### config.mk
export PLATFORM = sky130hd
export DESIGN_NAME = bram_table_writer_flat
export DESIGN_NICKNAME = d
export VERILOG_FILES = /design/src/rtl/bram_table_writer_pkg.sv /design/src/rtl/bram_table_writer_if.sv /design/src/rtl/bram_table_writer_table_checksum.sv /design/src/rtl/bram_table_writer.sv /design/src/flat_wrapper.sv
export SDC_FILE = /design/constraint.sdc
export NUM_CORES = 1
export LEC_CHECK = 0
export ABC_AREA = 1
export BUFFER_PORTS_ARGS = -buffer_cell sky130_fd_sc_hd__buf_2
export CELL_PAD_IN_SITES_DETAIL_PLACEMENT = 1
export CELL_PAD_IN_SITES_GLOBAL_PLACEMENT = 1
export CORE_UTILIZATION = 32
export DETAILED_ROUTE_END_ITERATION = 7
export PLACE_DENSITY_LB_ADDON = 0.1
export SLEW_MARGIN = 10
export SYNTH_ARGS = -nofsm -noshare
export SYNTH_HDL_FRONTEND = slang
export SYNTH_HIERARCHICAL = 1
export SYNTH_SLANG_ARGS = --single-unit
### constraint.sdc
create_clock -name clk -period 2.9 [get_ports clk]
set_clock_uncertainty 0.2 [all_clocks]
set_input_delay 0.145 -clock clk [delete_from_list [all_inputs] [get_ports clk]]
set_output_delay 0.145 -clock clk [all_outputs]
set_load 0.01 [all_outputs]
### src/rtl/bram_table_writer_pkg.sv
// Shared types and S-box table defaults for the BRAM table writer.
package bram_table_writer_pkg;

  localparam int SBOX_ADDR_W = 10;
  localparam int SBOX_DATA_W = 8;
  localparam int SBOX_DEPTH  = 1024;
  // Array read plus output register (REGCE driven from the port enable).
  localparam int BRAM_RD_LAT = 2;

  typedef enum logic [1:0] {
    ST_IDLE   = 2'd0,
    ST_WRITE  = 2'd1,
    ST_VERIFY = 2'd2,
    ST_DONE   = 2'd3
  } state_t;

endpackage

### src/rtl/bram_table_writer_if.sv
// Byte stream in plus one BRAM port out; master is the writer side.
interface bram_table_writer_if
  import bram_table_writer_pkg::*;
#(
  parameter int ADDR_W = SBOX_ADDR_W,
  parameter int DATA_W = SBOX_DATA_W
);

  logic [DATA_W-1:0] din;
  logic              din_valid;
  logic              din_ready;
  logic              bram_en;
  logic              bram_we;
  logic [ADDR_W-1:0] bram_addr;
  logic [DATA_W-1:0] bram_di;
  logic [DATA_W-1:0] bram_do;

  modport master (
    input  din, din_valid, bram_do,
    output din_ready, bram_en, bram_we, bram_addr, bram_di
  );

  modport slave (
    output din, din_valid, bram_do,
    input  din_ready, bram_en, bram_we, bram_addr, bram_di
  );

endinterface

### src/rtl/bram_table_writer_table_checksum.sv
// XOR and modular-sum accumulator over a byte stream; clear has priority over en.
module table_checksum
  import bram_table_writer_pkg::*;
#(
  parameter int DATA_W = SBOX_DATA_W
) (
  input  logic              clk,
  input  logic              rst,
  input  logic              clear,
  input  logic              en,
  input  logic [DATA_W-1:0] data,
  output logic [DATA_W-1:0] xor_acc,
  output logic [DATA_W-1:0] sum_acc
);

  always_ff @(posedge clk or posedge rst) begin
    if (rst) begin
      xor_acc <= '0;
      sum_acc <= '0;
    end else if (clear) begin
      xor_acc <= '0;
      sum_acc <= '0;
    end else if (en) begin
      xor_acc <= xor_acc ^ data;
      sum_acc <= sum_acc + data;
    end
  end

endmodule

### src/rtl/bram_table_writer.sv
// Streams a full table image into one BRAM port, optionally reads it back and
// compares running checksums.
//
//   state     | meaning
//   ----------+-------------------------------------------------------------
//   ST_IDLE   | after reset, waiting for start
//   ST_WRITE  | accepting bytes, one BRAM write per handshake
//   ST_VERIFY | streaming reads 0..DEPTH-1, accumulating tagged read data
//   ST_DONE   | load finished, err valid, waiting for the next start
module bram_table_writer
  import bram_table_writer_pkg::*;
#(
  parameter int ADDR_W = SBOX_ADDR_W,
  parameter int DATA_W = SBOX_DATA_W,
  parameter int DEPTH  = SBOX_DEPTH,
  parameter int RD_LAT = BRAM_RD_LAT
) (
  input  logic                clk,
  input  logic                rst,
  input  logic                start,
  input  logic                verify_en,
  bram_table_writer_if.master bus,
  output logic                busy,
  output logic                done,
  output logic                err
);

  localparam int                CNT_W     = ADDR_W + 1;
  localparam logic [ADDR_W-1:0] LAST_ADDR = ADDR_W'(DEPTH - 1);
  localparam logic [CNT_W-1:0]  DEPTH_CNT = CNT_W'(DEPTH);

  state_t state, state_nxt;

  logic [ADDR_W-1:0] wr_addr;
  logic [CNT_W-1:0]  rd_cnt;
  logic [CNT_W-1:0]  ret_left;
  logic [RD_LAT-1:0] vld_sr;
  logic              verify_lat;

  logic start_acc, wr_fire, wr_last, rd_issue, rd_tag, rd_last;

  logic [DATA_W-1:0] chk_xor, chk_sum, rb_xor, rb_sum;

  logic              din_ready_c, bram_en_c, bram_we_c;
  logic [ADDR_W-1:0] bram_addr_c;
  logic [DATA_W-1:0] bram_di_c;

  assign start_acc = start && ((state == ST_IDLE) || (state == ST_DONE));
  assign wr_fire   = (state == ST_WRITE) && bus.din_valid;
  assign wr_last   = (wr_addr == LAST_ADDR);
  assign rd_issue  = (state == ST_VERIFY) && (rd_cnt < DEPTH_CNT);
  assign rd_tag    = (state == ST_VERIFY) && vld_sr[RD_LAT-1];
  assign rd_last   = rd_tag && (ret_left == '0);

  always_ff @(posedge clk or posedge rst) begin
    if (rst) state <= ST_IDLE;
    else     state <= state_nxt;
  end

  always_comb begin
    state_nxt = state;
    case (state)
      ST_IDLE, ST_DONE: if (start) state_nxt = ST_WRITE;
      ST_WRITE:         if (wr_fire && wr_last) state_nxt = verify_lat ? ST_VERIFY : ST_DONE;
      ST_VERIFY:        if (rd_last) state_nxt = ST_DONE;
      default:          state_nxt = ST_IDLE;
    endcase
  end

  // Enable stays high for the whole VERIFY phase: it also clocks the BRAM
  // output register, so it must keep running while the last reads drain.
  always_comb begin
    din_ready_c = 1'b0;
    bram_en_c   = 1'b0;
    bram_we_c   = 1'b0;
    bram_addr_c = '0;
    bram_di_c   = '0;
    busy        = 1'b0;
    done        = 1'b0;
    err         = 1'b0;
    case (state)
      ST_WRITE: begin
        busy        = 1'b1;
        din_ready_c = 1'b1;
        if (bus.din_valid) begin
          bram_en_c   = 1'b1;
          bram_we_c   = 1'b1;
          bram_addr_c = wr_addr;
          bram_di_c   = bus.din;
        end
      end
      ST_VERIFY: begin
        busy        = 1'b1;
        bram_en_c   = 1'b1;
        bram_addr_c = rd_issue ? rd_cnt[ADDR_W-1:0] : LAST_ADDR;
      end
      ST_DONE: begin
        done = 1'b1;
        err  = verify_lat && ((rb_xor != chk_xor) || (rb_sum != chk_sum));
      end
      default: ;
    endcase
  end

  assign bus.din_ready = din_ready_c;
  assign bus.bram_en   = bram_en_c;
  assign bus.bram_we   = bram_we_c;
  assign bus.bram_addr = bram_addr_c;
  assign bus.bram_di   = bram_di_c;

  always_ff @(posedge clk or posedge rst) begin
    if (rst) begin
      wr_addr    <= '0;
      rd_cnt     <= '0;
      ret_left   <= '0;
      vld_sr     <= '0;
      verify_lat <= 1'b0;
    end else begin
      for (int i = RD_LAT - 1; i > 0; i--) vld_sr[i] <= vld_sr[i-1];
      vld_sr[0] <= rd_issue;
      if (start_acc) begin
        wr_addr    <= '0;
        rd_cnt     <= '0;
        ret_left   <= DEPTH_CNT - 1'b1;
        verify_lat <= verify_en;
      end else begin
        if (wr_fire && !wr_last)      wr_addr  <= wr_addr + 1'b1;
        if (rd_issue)                 rd_cnt   <= rd_cnt + 1'b1;
        if (rd_tag && ret_left != '0) ret_left <= ret_left - 1'b1;
      end
    end
  end

  table_checksum #(.DATA_W(DATA_W)) u_chk_wr (
    .clk     (clk),
    .rst     (rst),
    .clear   (start_acc),
    .en      (wr_fire),
    .data    (bus.din),
    .xor_acc (chk_xor),
    .sum_acc (chk_sum)
  );

  table_checksum #(.DATA_W(DATA_W)) u_chk_rb (
    .clk     (clk),
    .rst     (rst),
    .clear   (start_acc),
    .en      (rd_tag),
    .data    (bus.bram_do),
    .xor_acc (rb_xor),
    .sum_acc (rb_sum)
  );

endmodule

### src/flat_wrapper.sv
// flat-port wrapper written by rule: the top's interface ports become plain ports
module bram_table_writer_flat import bram_table_writer_pkg::*;
#(
  parameter int ADDR_W = SBOX_ADDR_W,
  parameter int DATA_W = SBOX_DATA_W,
  parameter int DEPTH  = SBOX_DEPTH,
  parameter int RD_LAT = BRAM_RD_LAT
)
  (clk, rst, start, verify_en, busy, done, err, bus_din, bus_din_valid, bus_bram_do, bus_din_ready, bus_bram_en, bus_bram_we, bus_bram_addr, bus_bram_di);
  bram_table_writer_if #(.ADDR_W(ADDR_W), .DATA_W(DATA_W)) bus_i ();
  input  logic clk;
  input  logic rst;
  input  logic start;
  input  logic verify_en;
  output logic busy;
  output logic done;
  output logic err;
  input wire logic [$bits(bus_i.din)-1:0] bus_din;
  input wire logic [$bits(bus_i.din_valid)-1:0] bus_din_valid;
  input wire logic [$bits(bus_i.bram_do)-1:0] bus_bram_do;
  output wire logic [$bits(bus_i.din_ready)-1:0] bus_din_ready;
  output wire logic [$bits(bus_i.bram_en)-1:0] bus_bram_en;
  output wire logic [$bits(bus_i.bram_we)-1:0] bus_bram_we;
  output wire logic [$bits(bus_i.bram_addr)-1:0] bus_bram_addr;
  output wire logic [$bits(bus_i.bram_di)-1:0] bus_bram_di;
  assign bus_i.din = bus_din;
  assign bus_i.din_valid = bus_din_valid;
  assign bus_i.bram_do = bus_bram_do;
  assign bus_din_ready = bus_i.din_ready;
  assign bus_bram_en = bus_i.bram_en;
  assign bus_bram_we = bus_i.bram_we;
  assign bus_bram_addr = bus_i.bram_addr;
  assign bus_bram_di = bus_i.bram_di;
  bram_table_writer #(.ADDR_W(ADDR_W), .DATA_W(DATA_W), .DEPTH(DEPTH), .RD_LAT(RD_LAT)) u_core (.clk(clk), .rst(rst), .start(start), .verify_en(verify_en), .bus(bus_i), .busy(busy), .done(done), .err(err));
endmodule
==> out/qor.txt <==
Setup Crit Path Kind - reg -> reg
CP Capture Type - flop
pin count of the biggest net entering global routing - 38
RSZ-0062 raised after global routing - no
Die ar. - 15200 um^2
Core Util, Final - 0.390
Yosys warnings - 6
post-CTS setup repair buffer count - 0
setup slack after layout - 0.598 ns
Critical Path AT - 2.38 ns
HPWL Detailed - 10100 um
Starting Density - 0.333
Placed Area - 5070 um^2
required time of the worst setup path - 2.98 ns
row count - 43
clock buffer depth - 2
Max-slew headroom - 0.562
Num CTS Buffers - 9
IO Count - 45
CTS sink count - 69
final worst-path cycle share - 0.794
number of global-route vias before repair - 4536
Antenna Nets Post-Route - 0
fraction of layout cells with a size suffix above 1 - 0.152
final hold vios - 0
DR iter-0 viols - 131
Least-Margin Pin Slew - 0.656 ns
Total Wirelength - 13300 um
sequential-to-total area share from yosys stat - 0.368
ys flop type - dfrtp_1
synth top area cells - dfrtp_1 (37%), nand2_1 (13%), nand3_1 (6.9%), inv_1 (5.6%), ha_1 (5.3%)
htree depth - 3
Final Power - 5.28 mW
maximum vdd drop - 294 uV
syn avg cell area - 7.64 um^2
CTS tree - done
post-synthesis mux area share - 0
Placed Cells - 829
synthesized cell area - 4690 um^2
DR pass1 iterations - 4
total core area - 14100 um^2
simple logic cell fraction of the synthesized area - 0.339
routability congestion estimate - 0.744
clk slew on worst S/H paths - 0.06 ns
share of the synthesized area in the top cell type - 0.368
grt ovf - 0
hold crit path type - in -> reg
Adder-Cell Fraction of Synth Area - 0.0619
Worst Path Max Fanout - 20
Post-Synth XOR/XNOR Area - 0.0411
Max Fclk - 434 MHz
Final Setup Violations - 0
die height - 123 um
fin cells - 859
Die X - 123 um
leading area contributor after synthesis - dfrtp_1
drt wl/cell - 15.5 um
setup TNS - 0 ns
Ant. Diodes - 0
max cap viols - 0
largest family of logic cells by synthesized area - simple AND/OR/NAND/NOR gates
Mapped Nets - 657
Final nets - 718
initial antenna violation count - 0
Total GRT Usage - 0.195
Cell Pwr Density - 961 nW/um^2
outcome - finished, final reports clean
Area Overhead vs Synth - 17.1%
final hold slack - 0.00273 ns
crit start category - flop
synth unique cells - 36
via density per instance - 4.89
Post-synth EDFFs - 0
Slew Limit Fails - 0
Place WS - 0.611 ns
CTS root buf - clkbuf_16
post-synthesis cell count - 614
ys async rst share - 1.00
cell area after layout - 5500 um^2
worst-skew pair later-pin latency - 0.34 ns
vias - 4201
post-synthesis compound-gate area fraction - 0.101
IO Port Bufs - 44
drt drc - 0
min Tclk post-route - 2.30 ns
global-route wire length before repair - 22500 um
Seq cells post-synth - 69
P_leak - 2.65 nW
## final timing paths
kind,from,endpoint,slack [ns],cells after the start
min in group asynchronous,rst,u_core/u_chk_rb/xor_acc[0],0.25,3
hold / removal,bus_din[7],u_core/u_chk_wr/xor_acc[7],0.003,3
max in group asynchronous,rst,u_core/rd_cnt[7],1.80,4
hold reg to reg,u_core/vld_sr[0],u_core/vld_sr[1],0.15,0
setup / recovery,u_core/state[0],u_core/u_chk_wr/sum_acc[2],0.60,8
setup reg to reg,u_core/state[0],u_core/u_chk_wr/sum_acc[2],0.60,8
## critical path, stage by stage, from the launching register on
cell and delay (ns):
dfrtp_1 0.39, inv_1 0.06, ha_1 0.53, nand2_1 0.13
inv_1 0.09, buf_4 0.31, nor2_8 0.11, nor2_4 0.20
a32o_1 0.20
## cells in the final DEF (no fill, tap or decap), types with 2 or more instances in the layout
| master | n |
|---|---|
| buf_2 | 44 |
| nor3b_2 | 2 |
| nand3_1 | 65 |
| a21oi_1 | 39 |
| nor2_8 | 2 |
| nand3b_1 | 4 |
| clkbuf_1 | 4 |
| o21ai_2 | 10 |
| clkbuf_16 | 9 |
| nor2_2 | 2 |
| or2_2 | 7 |
| nand2_4 | 4 |
| nor2_4 | 4 |
| nor2_1 | 45 |
| fa_1 | 2 |
| a32o_1 | 2 |
| dfrtp_1 | 69 |
| nor3_1 | 4 |
| a22o_2 | 4 |
| or2_1 | 2 |
| ha_1 | 20 |
| buf_4 | 7 |
| inv_1 | 70 |
| o21ai_0 | 24 |
| nand2_1 | 159 |
| dlygate4sd3_1 | 15 |
| nand2_2 | 2 |
| nor3b_1 | 15 |
| xor2_1 | 8 |
| xnor2_1 | 14 |
| nand4_1 | 12 |
## timing repair
item                                   CTS  global route
setup endpoints to repair                0             0
hold buffers                            15             0
gates resized for setup                  0             0
endpoints found under the hold margin   85             0
## kinds of logic (layout without fill, tap and decap cells)
family | after synthesis | after routing
buffers and inverters | 89 | 154
xor gates and xnor gates | 22 | 22
and+or+nand+nor | 331 | 331
DFF | 69 | 69
AOI/OAI and AO/OA | 81 | 81
adders and majority gates | 22 | 22
## cell type report
type	instances	area (um^2)
tap	180	225
multi-input combinational	456	2550
fill	1745	8600
inverter	72	275
clock inverter	2	35.0
timing repair buffer	67	443
clock buffer	13	240
sequential	69	1730
## routing by layer
metal	share of wire	routed length, um	GRT usage
met3	0.027	365	0.0438
met4	0.0091	121	0.0520
met1	0.44	5800	0.224
met2	0.53	7030	0.362
met5	0	0	0
## synth_stat cells (4+ instances only)
cell type / count
a21oi_1: 39
a22o_2: 4
buf_2: 4
buf_6: 9
dfrtp_1: 69
ha_1: 20
inv_1: 70
nand2_1: 159
nand2_4: 4
nand3_1: 65
nand3b_1: 4
nand4_1: 12
nor2_1: 45
nor2_4: 4
nor3_1: 4
nor3b_1: 15
o21ai_0: 24
o21ai_2: 10
or2_2: 7
xnor2_1: 14
xor2_1: 8
## flip-flops by register name, indices dropped and copies added (netlist names)
register	cells
u_core/wr_addr	10
u_core/rd_cnt	11
u_core/u_chk_rb/xor_acc	8
u_core/u_chk_wr/xor_acc	8
u_core/state	2
u_core/u_chk_wr/sum_acc	8
u_core/u_chk_rb/sum_acc	8
u_core/vld_sr	2
u_core/verify_lat	1
u_core/ret_left	11
## power breakdown
part / internal (mW) / leakage (nW) / switching, mW
combinational: 0.994 / 1.62 / 1.59
clock: 0.661 / 0.134 / 0.417
sequential: 1.28 / 0.901 / 0.345
total: 2.93 / 2.65 / 2.35
Note: power is estimated with default switching activity, not from simulation.
